### src/rtl/mmio_console_pkg.sv
// Shared constants for the MMIO console: register offsets, STATUS bit layout, default window base.
// Also provides the STATUS word packing helper used by the top level.
package mmio_console_pkg;

    localparam logic [31:0] DEFAULT_BASE = 32'hFFFF_0000;

    // Byte offsets inside the 16-byte register window
    localparam logic [3:0] OFF_DATA   = 4'h0;
    localparam logic [3:0] OFF_CTRL   = 4'h4;
    localparam logic [3:0] OFF_STATUS = 4'h8;
    localparam logic [3:0] OFF_CLR    = 4'hC;

    localparam int ST_EMPTY     = 0;
    localparam int ST_FULL      = 1;
    localparam int ST_OVF       = 2;
    localparam int ST_COUNT_LSB = 8;

    function automatic logic [31:0] pack_status(input logic [23:0] cnt,
                                                input logic        ovf,
                                                input logic        full,
                                                input logic        empty);
        logic [31:0] s;
        s                     = '0;
        s[ST_COUNT_LSB +: 24] = cnt;
        s[ST_OVF]             = ovf;
        s[ST_FULL]            = full;
        s[ST_EMPTY]           = empty;
        return s;
    endfunction

endpackage

### src/rtl/mmio_console_if.sv
// Processor data-bus port plus the valid/ready output word stream of the console.
// The console itself connects through the slave modport.
interface mmio_console_if;
    logic        we;
    logic [31:0] a;
    logic [31:0] wd;
    logic [31:0] rd;
    logic        sel;
    logic        out_valid;
    logic        out_ready;
    logic [31:0] out_data;

    modport master (
        output we, a, wd, out_ready,
        input  rd, sel, out_valid, out_data
    );

    modport slave (
        input  we, a, wd, out_ready,
        output rd, sel, out_valid, out_data
    );
endinterface

### src/rtl/mmio_console_fifo_sync.sv
// Synchronous FIFO with registered head (no bypass); extra pointer bit distinguishes full from empty.
// dout reads 0 while empty so the downstream data bus is clean after reset.
module fifo_sync #(
    parameter int WIDTH = 32,
    parameter int DEPTH = 8
) (
    input  logic                     clk,
    input  logic                     reset,
    input  logic                     push,
    input  logic                     pop,
    input  logic [WIDTH-1:0]         din,
    output logic [WIDTH-1:0]         dout,
    output logic                     full,
    output logic                     empty,
    output logic [$clog2(DEPTH):0]   count
);
    localparam int AW = $clog2(DEPTH);

    logic [WIDTH-1:0] mem_q [DEPTH];
    logic [AW:0]      wr_ptr_q, wr_ptr_d;
    logic [AW:0]      rd_ptr_q, rd_ptr_d;
    logic             push_en;
    logic             pop_en;

    assign count = wr_ptr_q - rd_ptr_q;
    assign empty = (count == '0);
    assign full  = (count == (AW+1)'(DEPTH));

    // A pop frees a slot in the same cycle, so a full FIFO still takes a simultaneous push
    assign pop_en  = pop & ~empty & ~reset;
    assign push_en = push & (~full | pop_en) & ~reset;

    assign wr_ptr_d = push_en ? wr_ptr_q + 1'b1 : wr_ptr_q;
    assign rd_ptr_d = pop_en  ? rd_ptr_q + 1'b1 : rd_ptr_q;

    always_ff @(posedge clk) begin
        if (reset) begin
            wr_ptr_q <= '0;
            rd_ptr_q <= '0;
        end else begin
            wr_ptr_q <= wr_ptr_d;
            rd_ptr_q <= rd_ptr_d;
        end
    end

    always_ff @(posedge clk) begin
        if (push_en) begin
            mem_q[wr_ptr_q[AW-1:0]] <= din;
        end
    end

    assign dout = empty ? '0 : mem_q[rd_ptr_q[AW-1:0]];

endmodule

### src/rtl/mmio_console.sv
// Memory-mapped console: DATA stores feed an output word FIFO, CTRL requests halt, STATUS reports fill/overflow.
// Stores are never stalled; pushes into a full FIFO are dropped and flagged sticky in overflow.
module mmio_console
    import mmio_console_pkg::*;
#(
    parameter logic [31:0] BASE  = DEFAULT_BASE,
    parameter int          DEPTH = 8
) (
    input  logic           clk,
    input  logic           reset,
    mmio_console_if.slave  bus,
    output logic           halt
);
    localparam int CW = $clog2(DEPTH) + 1;

    logic          sel_hit;
    logic [3:0]    off;
    logic          store;
    logic          wr_data, wr_ctrl, wr_clr;
    logic          fifo_pop;
    logic          fifo_full, fifo_empty;
    logic [CW-1:0] fifo_count;
    logic [31:0]   fifo_dout;
    logic          ovf_set;
    logic          ovf_q, ovf_d;
    logic          halt_req_q, halt_req_d;
    logic          eff_empty, eff_full, eff_ovf;
    logic [CW-1:0] eff_count;
    logic [31:0]   status;

    assign sel_hit = (bus.a[31:4] == BASE[31:4]);
    assign bus.sel = sel_hit;
    assign off     = {bus.a[3:2], 2'b00};

    assign store   = bus.we & sel_hit & ~reset;
    assign wr_data = store & (off == OFF_DATA);
    assign wr_ctrl = store & (off == OFF_CTRL);
    assign wr_clr  = store & (off == OFF_CLR);

    // Pop depends only on registered emptiness, keeping out_valid free of any path from out_ready
    assign fifo_pop = ~fifo_empty & bus.out_ready;

    fifo_sync #(
        .WIDTH (32),
        .DEPTH (DEPTH)
    ) u_fifo (
        .clk   (clk),
        .reset (reset),
        .push  (wr_data),
        .pop   (fifo_pop),
        .din   (bus.wd),
        .dout  (fifo_dout),
        .full  (fifo_full),
        .empty (fifo_empty),
        .count (fifo_count)
    );

    assign ovf_set    = wr_data & fifo_full & ~fifo_pop;
    assign ovf_d      = ovf_set ? 1'b1 : (wr_clr ? 1'b0 : ovf_q);
    assign halt_req_d = halt_req_q | wr_ctrl;

    always_ff @(posedge clk) begin
        if (reset) begin
            ovf_q      <= 1'b0;
            halt_req_q <= 1'b0;
        end else begin
            ovf_q      <= ovf_d;
            halt_req_q <= halt_req_d;
        end
    end

    // While reset is held, every visible output shows the post-reset view
    assign eff_empty = reset | fifo_empty;
    assign eff_full  = ~reset & fifo_full;
    assign eff_ovf   = ~reset & ovf_q;
    assign eff_count = reset ? '0 : fifo_count;

    assign status = pack_status(24'(eff_count), eff_ovf, eff_full, eff_empty);

    always_comb begin
        bus.rd = '0;
        if (sel_hit && (off == OFF_STATUS)) begin
            bus.rd = status;
        end
    end

    assign bus.out_valid = ~eff_empty;
    assign bus.out_data  = reset ? '0 : fifo_dout;
    assign halt          = ~reset & halt_req_q & fifo_empty;

endmodule

### src/flat_wrapper.sv
// flat-port wrapper written by rule: the top's interface ports become plain ports
module mmio_console_flat import mmio_console_pkg::*;
#(
    parameter logic [31:0] BASE  = DEFAULT_BASE,
    parameter int          DEPTH = 8
)
  (clk, reset, halt, bus_we, bus_a, bus_wd, bus_out_ready, bus_rd, bus_sel, bus_out_valid, bus_out_data);
  mmio_console_if bus_i ();
  input  logic clk;
  input  logic reset;
  output logic halt;
  input wire logic [$bits(bus_i.we)-1:0] bus_we;
  input wire logic [$bits(bus_i.a)-1:0] bus_a;
  input wire logic [$bits(bus_i.wd)-1:0] bus_wd;
  input wire logic [$bits(bus_i.out_ready)-1:0] bus_out_ready;
  output wire logic [$bits(bus_i.rd)-1:0] bus_rd;
  output wire logic [$bits(bus_i.sel)-1:0] bus_sel;
  output wire logic [$bits(bus_i.out_valid)-1:0] bus_out_valid;
  output wire logic [$bits(bus_i.out_data)-1:0] bus_out_data;
  assign bus_i.we = bus_we;
  assign bus_i.a = bus_a;
  assign bus_i.wd = bus_wd;
  assign bus_i.out_ready = bus_out_ready;
  assign bus_rd = bus_i.rd;
  assign bus_sel = bus_i.sel;
  assign bus_out_valid = bus_i.out_valid;
  assign bus_out_data = bus_i.out_data;
  mmio_console #(.BASE(BASE), .DEPTH(DEPTH)) u_core (.clk(clk), .reset(reset), .bus(bus_i), .halt(halt));
endmodule
### config.mk
export PLATFORM = sky130hd
export DESIGN_NAME = mmio_console_flat
export DESIGN_NICKNAME = d
export VERILOG_FILES = /design/src/rtl/mmio_console_pkg.sv /design/src/rtl/mmio_console_if.sv /design/src/rtl/mmio_console_fifo_sync.sv /design/src/rtl/mmio_console.sv /design/src/flat_wrapper.sv
export SDC_FILE = /design/constraint.sdc
export NUM_CORES = 1
export LEC_CHECK = 0
export BUFFER_PORTS_ARGS = -buffer_cell sky130_fd_sc_hd__buf_2
export CAP_MARGIN = 20
export CORE_ASPECT_RATIO = 1.2
export CORE_MARGIN = 1.5
export CORE_UTILIZATION = 30
export DETAILED_ROUTE_END_ITERATION = 7
export HOLD_SLACK_MARGIN = 0.1
export PLACE_DENSITY = 0.5
export SLEW_MARGIN = 20
export SYNTH_ARGS = -nofsm -noshare
export SYNTH_HDL_FRONTEND = slang
export SYNTH_SLANG_ARGS = --single-unit
### constraint.sdc
create_clock -name clk -period 10 [get_ports clk]
set_input_delay 2 -clock clk [delete_from_list [all_inputs] [get_ports clk]]
set_output_delay 2 -clock clk [all_outputs]
set_load 0.05 [all_outputs]
==> results of run 1 <==
how the worst max path moves through the flow:
| stage | start | to | depth (start not counted) |
|---|---|---|---|
| after floorplan | bus_a[23] | u_core.u_fifo.mem_q[2][0] | 6 |
| after global placement | bus_a[13] | bus_rd[11] | 7 |
| after detailed placement | bus_a[6] | bus_rd[11] | 7 |
| after CTS | bus_a[6] | bus_rd[11] | 7 |
| after global routing | bus_a[13] | bus_rd[11] | 7 |
| final | bus_a[6] | bus_rd[11] | 7 |
registers in the layout (all words and copies together) (netlist names), named ones only:
name	flops
u_core.u_fifo.mem_q	256
u_core.u_fifo.rd_ptr_q	4
u_core.u_fifo.wr_ptr_q	4
u_core.halt_req_q	1
u_core.ovf_q	1
cell families after synthesis:
logic type,share of synthesized area
flops,0.736
fa+ha+maj,0.00765
simple gates,0.0451
other cells,0.000347
compound gates,0.00823
mux,0.167
xor+xnor,0.00324
buf+inv,0.0323
placed cells by master (no fill, tap or decap), types with 2 or more instances in the layout:
master,n
edfxtp_1,256
buf_2,107
mux4_2,64
nor2_1,46
mux2i_1,33
clkbuf_16,27
conb_1,25
buf_4,18
inv_1,13
dfxtp_1,10
nand3_1,8
clkinv_2,7
a21oi_1,6
nand4_1,6
nor4_2,6
ha_1,5
clkinv_1,5
nor4_1,4
o21ai_0,3
mux2_2,3
clkbuf_8,3
clkbuf_1,3
bufinv_16,3
xnor2_1,2
and3_1,2
xor2_1,2
o21ai_1,2
and4_1,2
nand2_1,2
nor3_2,2
a31o_2,2
nor2b_1,2
or3_1,2
dfxtp_4,2
area by class of cell:
cell class                 count  share of cell area
sequential                   269               0.622
timing repair buffer         125              0.0524
antenna                        1            0.000196
inverter                      13             0.00382
tap                          462              0.0452
clock buffer                  33              0.0569
multi-input combinational    244               0.207
clock inverter                17              0.0126
power groups by stage:
| stage | logic [mW] | clock network, mW | registers [mW] |
|---|---|---|---|
| detailed placement | 0.627 | 0 | 1.32 |
| finish | 0.614 | 0.999 | 1.30 |
| floorplan | 0.529 | 0 | 1.26 |
| CTS | 0.628 | 1.03 | 1.30 |
| global route | 0.661 | 1.08 | 1.30 |
| global placement | 0.620 | 0 | 1.32 |
worst max-delay path: stages:
cell and delay (ns):
buf_2 0.10, nor4_1 0.31, nand4_1 0.20, or2_4 0.32, or4b_1 0.58, a21oi_1 0.19, buf_2 0.29
through the flow:
stage | instances | util | hold WS (ns) | setup slack (ns)
2_1_floorplan | 577 | - | 0.450 | 3.07
4_1_cts | 1163 | 0.363 | 0.502 | 3.97
3_5_place_dp | 1113 | 0.338 | 0.493 | 3.97
3_3_place_gp | 1113 | 0.338 | 0.464 | 4.00
6_report | 1164 | 0.363 | 0.502 | 4.00
5_1_grt | 1163 | 0.363 | 0.532 | 3.85
Yosys cell counts (5+ instances only):
master    instances  area share
a21oi_1           6      0.0028
buf_2             6      0.0028
buf_4            25       0.017
clkbuf_1         15      0.0052
dfxtp_1          13       0.024
edfxtp_1        256        0.71
ha_1              5      0.0058
inv_1            13      0.0045
mux2i_1          33       0.031
mux4_2           64        0.13
nand3_1           8      0.0037
nand4_1           6      0.0035
nor2_1           46       0.016
nor4_1           10      0.0058
layer usage:
metal	vias to the layer above	global-route usage	wire (µm)
met1	2816	0.159	9330
li1	2434	-	-
met4	8	0.0345	460
met5	-	0	55
met3	45	0.0274	1270
met2	127	0.230	12300
==> metrics.txt, run 1 <==
status=complete, no violations; NetSw=851 µW; worst reg-to-reg setup slack=6.52 ns; grt ovf=0; total number of vias=approximately 5.4k; Syn. warnings=0; layout cell share with drive strength beyond 1=0.358; ys flop type=edfxtp_1; register area share after synthesis=0.736; antenna viol nets, final=0; crit end category=primary output; Clock Skew=~0.015 ns; post-layout minimum cycle time=around 6 ns; multi-input combinational cell area=roughly 2600 µm²; VDD IR max=0.138 mV; Leakage=4.20 nW; Layout Nets=754; Rel. slew slack=0.339; Startpoint Class=primary input; syn avg cell area=19.5 µm²; Avg WL per Cell=20.1 µm; global-route wire length before repair=36000 µm; FP Rows=75; Hold Crit Depth=2; I/O Buffers=107; internal power=2.06 mW; EDFF count, synth=~260; Slew Limit Fails=0; Total Routing Usage GR=0.130; HP Start=u_core.ovf_q; hold-fix buffers at CTS=0; TNS Setup=0 ns; Initial Util=0.307; Power, Total=2.91 mW; critical path class=in -> out; worst hold-check path type=reg -> reg; WL final=23400 µm; CTS tree=yes; Final Cycle Share=0.600; Max Buffers Root-to-Sink=3; Flop pwr share=0.445; Combinational Power Share=0.211; largest net degree at the start of global routing=65; design area=12800 µm²; Clock Power Share=0.343; Sw Ratio=0.293; Final Hold Viols=0; initial DRC count=~360; CP Max Fanout=6; die area=37100 µm²; Die X=between 150 and 200 µm; core area=35200 µm²; vias in the first global route=5859; cell count after synthesis=553; final setup fails=0; Pwr Density=227 nW/µm²; FF/Latch Area=around 8000 µm²; DR vias/cell=4.66; Worst EP required=~8 ns; antenna violations before repair=5; fmax=~170 MHz; GP Congestion=about 0.84; crit path DAT=4.00 ns; ys async rst share=0; post-CTS setup buffers=0; clock-pin slew on the worst setup and hold paths=0.06 ns; CTS root buf=clkbuf_16; # Max-Cap Violations=0; 1st-pass router iterations=4; Worst Tran Pin Value=0.992 ns; RR Startpoint=u_core.u_fifo.wr_ptr_q[0]; Vert. Die Dim=211 µm; total CTS buffers=27; worst reg2reg path depth=10; clk_lat worst skew=0.54 ns; CTS sink cnt=around 270; post-synthesis register bit count=269; htree depth=1; synth unique cells=42; placed instance area=11900 µm²; DR DRC count=0; Mapped Area=10800 µm²; Worst Hold End=u_core.ovf_q; Reg2Reg Capture Point=u_core.u_fifo.mem_q[0][18]; Top Ports=between 100 and 150; cts repair resizes=0; Fillers=~3.3k; Post-DP HPWL=approximately 14000 µm; RSZ-0062 raised after global routing=false; synth-to-layout area growth=18.4%
Note: power is estimated with default switching activity, not from simulation.
==> run 2, diff against run 1 <==
--- a/config.mk
+++ b/config.mk
@@ -5,6 +5,7 @@
 export SDC_FILE = /design/constraint.sdc
 export NUM_CORES = 1
 export LEC_CHECK = 0
+export ABC_AREA = 1
 export BUFFER_PORTS_ARGS = -buffer_cell sky130_fd_sc_hd__buf_2
 export CAP_MARGIN = 20
 export CORE_ASPECT_RATIO = 1.2
==> constraint.sdc (replaced) <==
create_clock -name clk -period 5.95 [get_ports clk]
set_input_delay 1.19 -clock clk [delete_from_list [all_inputs] [get_ports clk]]
set_output_delay 1.19 -clock clk [all_outputs]
set_load 0.05 [all_outputs]
==> run 2 against run 1 <==
Compared with the run above: clock skew shrank 0.0078 ns; clock-buffer cell count is 1 lower; utilization is 0.78 points lower; first-iteration DRC count grew 9.9%; largest cell class unchanged; total power rose by 89%; register-to-register slack got worse by 4.1 ns; combinational power rose to 2.5 times the previous value; area after synthesis rose by 3.8%.
==> metrics.txt, run 2 <==
status=complete, no violations; DR DRC count=0; antenna viol nets, final=0; Synth top cells by count=259 x nand2_1, 256 x edfxtp_1, 71 x a21oi_1, 61 x nor2_1, 33 x o21ai_0; internal power=3.57 mW; clock-pin slew on the worst setup and hold paths=about 0.060 ns; syn avg cell area=between 10 and 15 µm²; Buf/Inv on CP=2; CP cell instances=buf_4 > a21oi_1 > a32o_1 > nand2_1 > o21ai_0 > nor2_1 > buf_2; FP Rows=77; total CTS buffers=27; Worst Tran Pin Value=1.02 ns; GP Congestion=0.732; TNS Setup=0 ns; Clock Skew=0.00709 ns; Fillers=between 3k and 4k; Crit path max-delay family=buffers and inverters; Final Hold Viols=0; Layout Nets=approximately 1.1k; Final Cycle Share=0.739; DR vias/cell=4.67; RR Startpoint=u_core.u_fifo.wr_ptr_q[0]; Die X=179 µm; Crit-path slowest cell=buf_4; Clock Power Share=0.320; worst reg2reg path depth=10; htree depth=1; top-area cell type share of the netlist area=0.686; total number of vias=7034; largest area contributor in the netlist=edfxtp_1; worst hold-check path type=reg -> reg; I/O Buffers=approximately 110; vias in the first global route=6939; core area=roughly 37000 µm²; VDD IR max=0.202 mV; grt ovf=0; Vert. Die Dim=about 210 µm; multi-input combinational cell area=about 2900 µm²; Top Ports=135; antenna violations before repair=4; CTS sink cnt=269; crit end category=primary output; Worst EP required=4.76 ns; Leakage=4.62 nW; Combinational Power Share=0.281; 1st-pass router iterations=4; most common cell after layout, fill and taps aside=nand2_1; Sw Ratio=0.351; largest net degree at the start of global routing=91; Startpoint Class=register; global-route wire length before repair=38600 µm; synth unique cells=32; cts repair resizes=0; top post-synthesis cells by area=edfxtp_1 69%, nand2_1 8.7%, a21oi_1 3.2%; ys async rst share=0; NetSw=1.93 mW; die area=38500 µm²; final setup fails=0; top sig layer=met5; Flop pwr share=0.399; FF/Latch Area=7960 µm²; fmax=about 230 MHz; ys flop type=edfxtp_1; crit path DAT=3.21 ns; Worst Hold End=u_core.halt_req_q; clk_lat worst skew=0.54 ns; Rel. slew slack=0.322; routed wl met2=12000 µm; HP Start=u_core.halt_req_q; post-layout minimum cycle time=4.40 ns; Initial Util=0.305; Pwr Density=421 nW/µm²; CTS root buf=clkbuf_16; post-CTS setup buffers=0; max reg flops=256; Reg2Reg Capture Point=u_core.u_fifo.mem_q[3][15]; EDFF count, synth=256; worst reg-to-reg setup slack=2.43 ns; WL final=24700 µm; register area share after synthesis=0.709; synth-to-layout area growth=16.7%; Total Routing Usage GR=0.127; wl on met1=11000 µm; post-synthesis register bit count=between 200 and 300; layout cell share with drive strength beyond 1=0.183; # Max-Cap Violations=0; critical path class=reg -> out; Worst path max stage delay=0.80 ns; hold-fix buffers at CTS=0; Syn. warnings=0; most frequent cells in the layout=259 x nand2_1, 256 x edfxtp_1, 107 x buf_2, 71 x a21oi_1, 57 x nor2_1; initial DRC count=400; Hold Crit Depth=2; Max Buffers Root-to-Sink=3; CTS tree=yes; met3 WL=1160 µm; Post-DP HPWL=roughly 14000 µm; RSZ-0062 raised after global routing=false; worst hold slack=0.460 ns; most common cell in the netlist=nand2_1; Slew Limit Fails=0; Avg WL per Cell=around 16 µm; Mapped Area=between 10000 and 15000 µm²; cell count after synthesis=913; CP Max Fanout=77
-- run 2: cell count changes in the layout (fill, tap and decap cells not counted), sizes merged, moves of 24 or more --
cell,delta
nand2,+262
a21oi,+65
mux4,-64
mux2i,-33
a32o,+32
a32oi,+32
o21ai,+28
nor2,+24
-- run 2: worst max path at each step --
stage                                   start          endpoint  slack (ns)  depth (start not counted)
floorplan                           bus_a[11]         bus_rd[1]        1.16                          7
global placement                        reset         bus_rd[0]        1.91                          6
detailed placement                      reset         bus_rd[0]        1.91                          6
CTS                                  register  bus_out_data[22]        1.48                          7
global route        u_core.u_fifo.wr_ptr_q[0]  bus_out_data[31]        1.31                         10
finish                               register   bus_out_data[0]        1.55                          7
-- run 2: logic make-up (layout without fill, tap and decap cells) --
logic type               Yosys count  after routing  synth area share
AO/OA/AOI/OAI                    171            171             0.103
buffers and inverters            105            197            0.0474
other                              1             29          0.000335
adder cells (fa/ha/maj)            6              6           0.00737
AND/OR/NAND/NOR                  355            355             0.128
flip-flops                       269            269             0.709
XOR/XNOR                           6              6           0.00469
-- run 2: metal layers --
metal / global-route usage / up-vias
li1: - / 3424
met4: 0.0383 / 2
met3: 0.0210 / 33
met2: 0.222 / 165
met5: 0 / -
met1: 0.160 / 3410
-- run 2: area by class of cell --
class | count | area share
diodes | 4 | 0.000765
well taps | 474 | 0.0453
clock inverters | 17 | 0.0166
inverters | 27 | 0.00794
repair buffers | 121 | 0.0490
flip-flops and latches | 269 | 0.608
clock buffers | 32 | 0.0531
multi-input cells | 563 | 0.219
-- run 2: power by group through the flow --
stage | Sequential (mW) | Clock [mW] | Combinational (mW)
finish | 2.20 | 1.76 | 1.55
floorplan | 2.13 | 0 | 1.32
detailed placement | 2.24 | 0 | 1.57
global placement | 2.24 | 0 | 1.56
CTS | 2.20 | 1.80 | 1.57
global route | 2.21 | 1.86 | 1.71
-- run 2: metrics by stage --
step | cells | power [mW] | cell area (µm²) | utilization | setup slack (ns)
3_5_place_dp | 1454 | 3.81 | 12200 | 0.331 | 1.91
5_1_grt | 1503 | 5.78 | 13100 | 0.355 | 1.31
4_1_cts | 1503 | 5.57 | 13100 | 0.355 | 1.48
6_report | 1507 | 5.50 | 13100 | 0.356 | 1.55
3_3_place_gp | 1454 | 3.80 | 12200 | 0.331 | 1.91
2_1_floorplan | 937 | 3.45 | 11300 | - | 1.16
-- run 2: worst min-delay path, delay by kind of cell, from the launching register on --
family | cells | cell delay, ns
compound gates | 1 | 0.06
flops | 1 | 0.31
simple gates | 1 | 0.06
==> run 3, diff against run 2 <==
--- a/config.mk
+++ b/config.mk
@@ -13,7 +13,7 @@
 export CORE_UTILIZATION = 30
 export DETAILED_ROUTE_END_ITERATION = 7
 export HOLD_SLACK_MARGIN = 0.1
-export PLACE_DENSITY = 0.5
+export PLACE_DENSITY = 0.51
 export SLEW_MARGIN = 20
 export SYNTH_ARGS = -nofsm -noshare
 export SYNTH_HDL_FRONTEND = slang
==> constraint.sdc (replaced) <==
create_clock -name clk -period 3.9 [get_ports clk]
set_input_delay 0.78 -clock clk [delete_from_list [all_inputs] [get_ports clk]]
set_output_delay 0.78 -clock clk [all_outputs]
set_load 0.05 [all_outputs]
==> run 3 against run 2 <==
Compared with the run above: critical endpoint is now bus_out_data[8]; largest cell class unchanged; cell count increased by 0.60%; global-route usage grew 0.27 points; routed wire length increased by 4.9%; via count grew 1.9%; clock skew increased by 0.0092 ns.
==> metrics.txt, run 3 (same netlist as run 2, synthesis figures left out) <==
core area=between 30000 and 40000 µm²; most frequent cells in the layout=259 x nand2_1, 256 x edfxtp_1, 106 x buf_2, 71 x a21oi_1, 57 x nor2_1; Crit-path slowest cell=fa_1; global-route wire length before repair=39200 µm; Power, Total=8.15 mW; most common cell after layout, fill and taps aside=nand2_1; CTS sink cnt=269; FP Rows=77; final setup fails=0; TNS Setup=0 ns; total number of vias=7171; htree depth=1; Stages on worst setup path=12; Die X=approximately 180 µm; Buf/Inv on CP=5; WL final=25900 µm; status=complete, no violations; clk_lat worst skew=between 0.5 and 0.6 ns; antenna violations before repair=3; Final Cycle Share=0.959; Vert. Die Dim=215 µm; VDD IR max=between 0.3 and 0.4 mV; worst hold slack=~0.46 ns; CP Max Fanout=10; I/O Buffers=~110; total CTS buffers=27; Final Hold Viols=0; synth-to-layout area growth=17.3%; placed instance area=about 12000 µm²; clock-pin slew on the worst setup and hold paths=0.06 ns; Avg WL per Cell=17.1 µm; Worst Tran Pin Value=0.783 ns; max reg flops=approximately 260; grt ovf=0; Top Ports=~140; RSZ-0062 raised after global routing=false; CP cell instances=inv_1 > ha_1 > inv_1 > fa_1 > inv_1 > nand2_1 > nor2_4 > nand2_4 > nand2_8 > buf_4 > nor2_1 > buf_2; DR DRC count=0; Startpoint Class=register; Rel. slew slack=0.478; Setup crit end=bus_out_data[8]; Worst EP required=3.12 ns; Clock Skew=about 0.016 ns; Placement Setup Slack=0.499 ns; largest net degree at the start of global routing=77; GP Congestion=0.754; worst reg2reg path depth=10; die area=38500 µm²; Crit path max-delay family=buffers and inverters; vias in the first global route=around 7.0k; CTS root buf=clkbuf_16; worst hold-check path type=reg -> reg; layout cell share with drive strength beyond 1=0.188; design area=~13000 µm²; Leakage=about 4.7 nW; Worst path max stage delay=0.42 ns; Max Buffers Root-to-Sink=3; DR vias/cell=4.73; CTS tree=yes; crit end category=primary output; Reg2Reg Capture Point=u_core.u_fifo.mem_q[5][14]; setup ws final=0.158 ns; Post-DP HPWL=14800 µm; crit path DAT=2.96 ns; 1st-pass router iterations=4; # Max-Cap Violations=0; most frequent cell on the critical path=inv_1; fmax=267 MHz; number of antenna diodes=0; antenna viol nets, final=0; Initial Util=0.305; post-layout minimum cycle time=3.74 ns; worst reg-to-reg setup slack=0.86 ns; Pwr Density=620 nW/µm²; RR Startpoint=u_core.u_fifo.wr_ptr_q[0]; Layout Nets=1097; initial DRC count=between 400 and 500; crit path launch=u_core.u_fifo.wr_ptr_q[0]; critical path class=reg -> out; Total Routing Usage GR=0.130; Slew Limit Fails=0
## run 3: layout make-up
class                      count  area (µm²)
multi-input combinational    564        2900
timing repair buffer         134         828
clock buffer                  33         698
fill                        3652       23700
tap                          474         593
clock inverter                15        65.1
sequential                   269        7960
inverter                      27         104
## run 3: worst min-delay path, delay by kind of cell, from the launching register on
kind,cells,cell delay [ns]
flops,1,0.31
simple gates,1,0.06
compound gates,1,0.06
## run 3: worst min path at each step
stage,end,cells after the start,startpoint
after floorplan,u_core.halt_req_q,2,u_core.halt_req_q
after global placement,u_core.halt_req_q,2,u_core.halt_req_q
after detailed placement,u_core.halt_req_q,2,u_core.halt_req_q
after CTS,u_core.halt_req_q,2,bus_a[3]
after global routing,u_core.halt_req_q,2,bus_a[3]
final,u_core.halt_req_q,2,u_core.halt_req_q
## run 3: power by group
part | total [mW] | switching [mW] | internal, mW
Sequential | 3.35 | 0.172 | 3.18
Clock | 2.29 | 1.03 | 1.26
Combinational | 2.51 | 1.78 | 0.729
Total | 8.15 | 2.98 | 5.17
## run 3: per-layer routing
layer  vias to the layer above  share of wire  global-route usage
met5                         -         0.0012                   0
met4                         6          0.016              0.0408
met3                        34          0.048              0.0229
met2                       179           0.49               0.222
met1                      3499           0.45               0.166
li1                       3453              -                   -
## run 3: metrics by stage
stage,instances,util
finish,1516,0.357
CTS,1514,0.357
global placement,1466,0.336
global route,1516,0.357
floorplan,937,-
detailed placement,1466,0.336
## run 3: repair_timing
action	in CTS	in global routing
gates resized for setup	2	1
hold buffers	0	0
buffers inserted	0	1
gates cloned	0	1
endpoints found under the setup margin	12	12
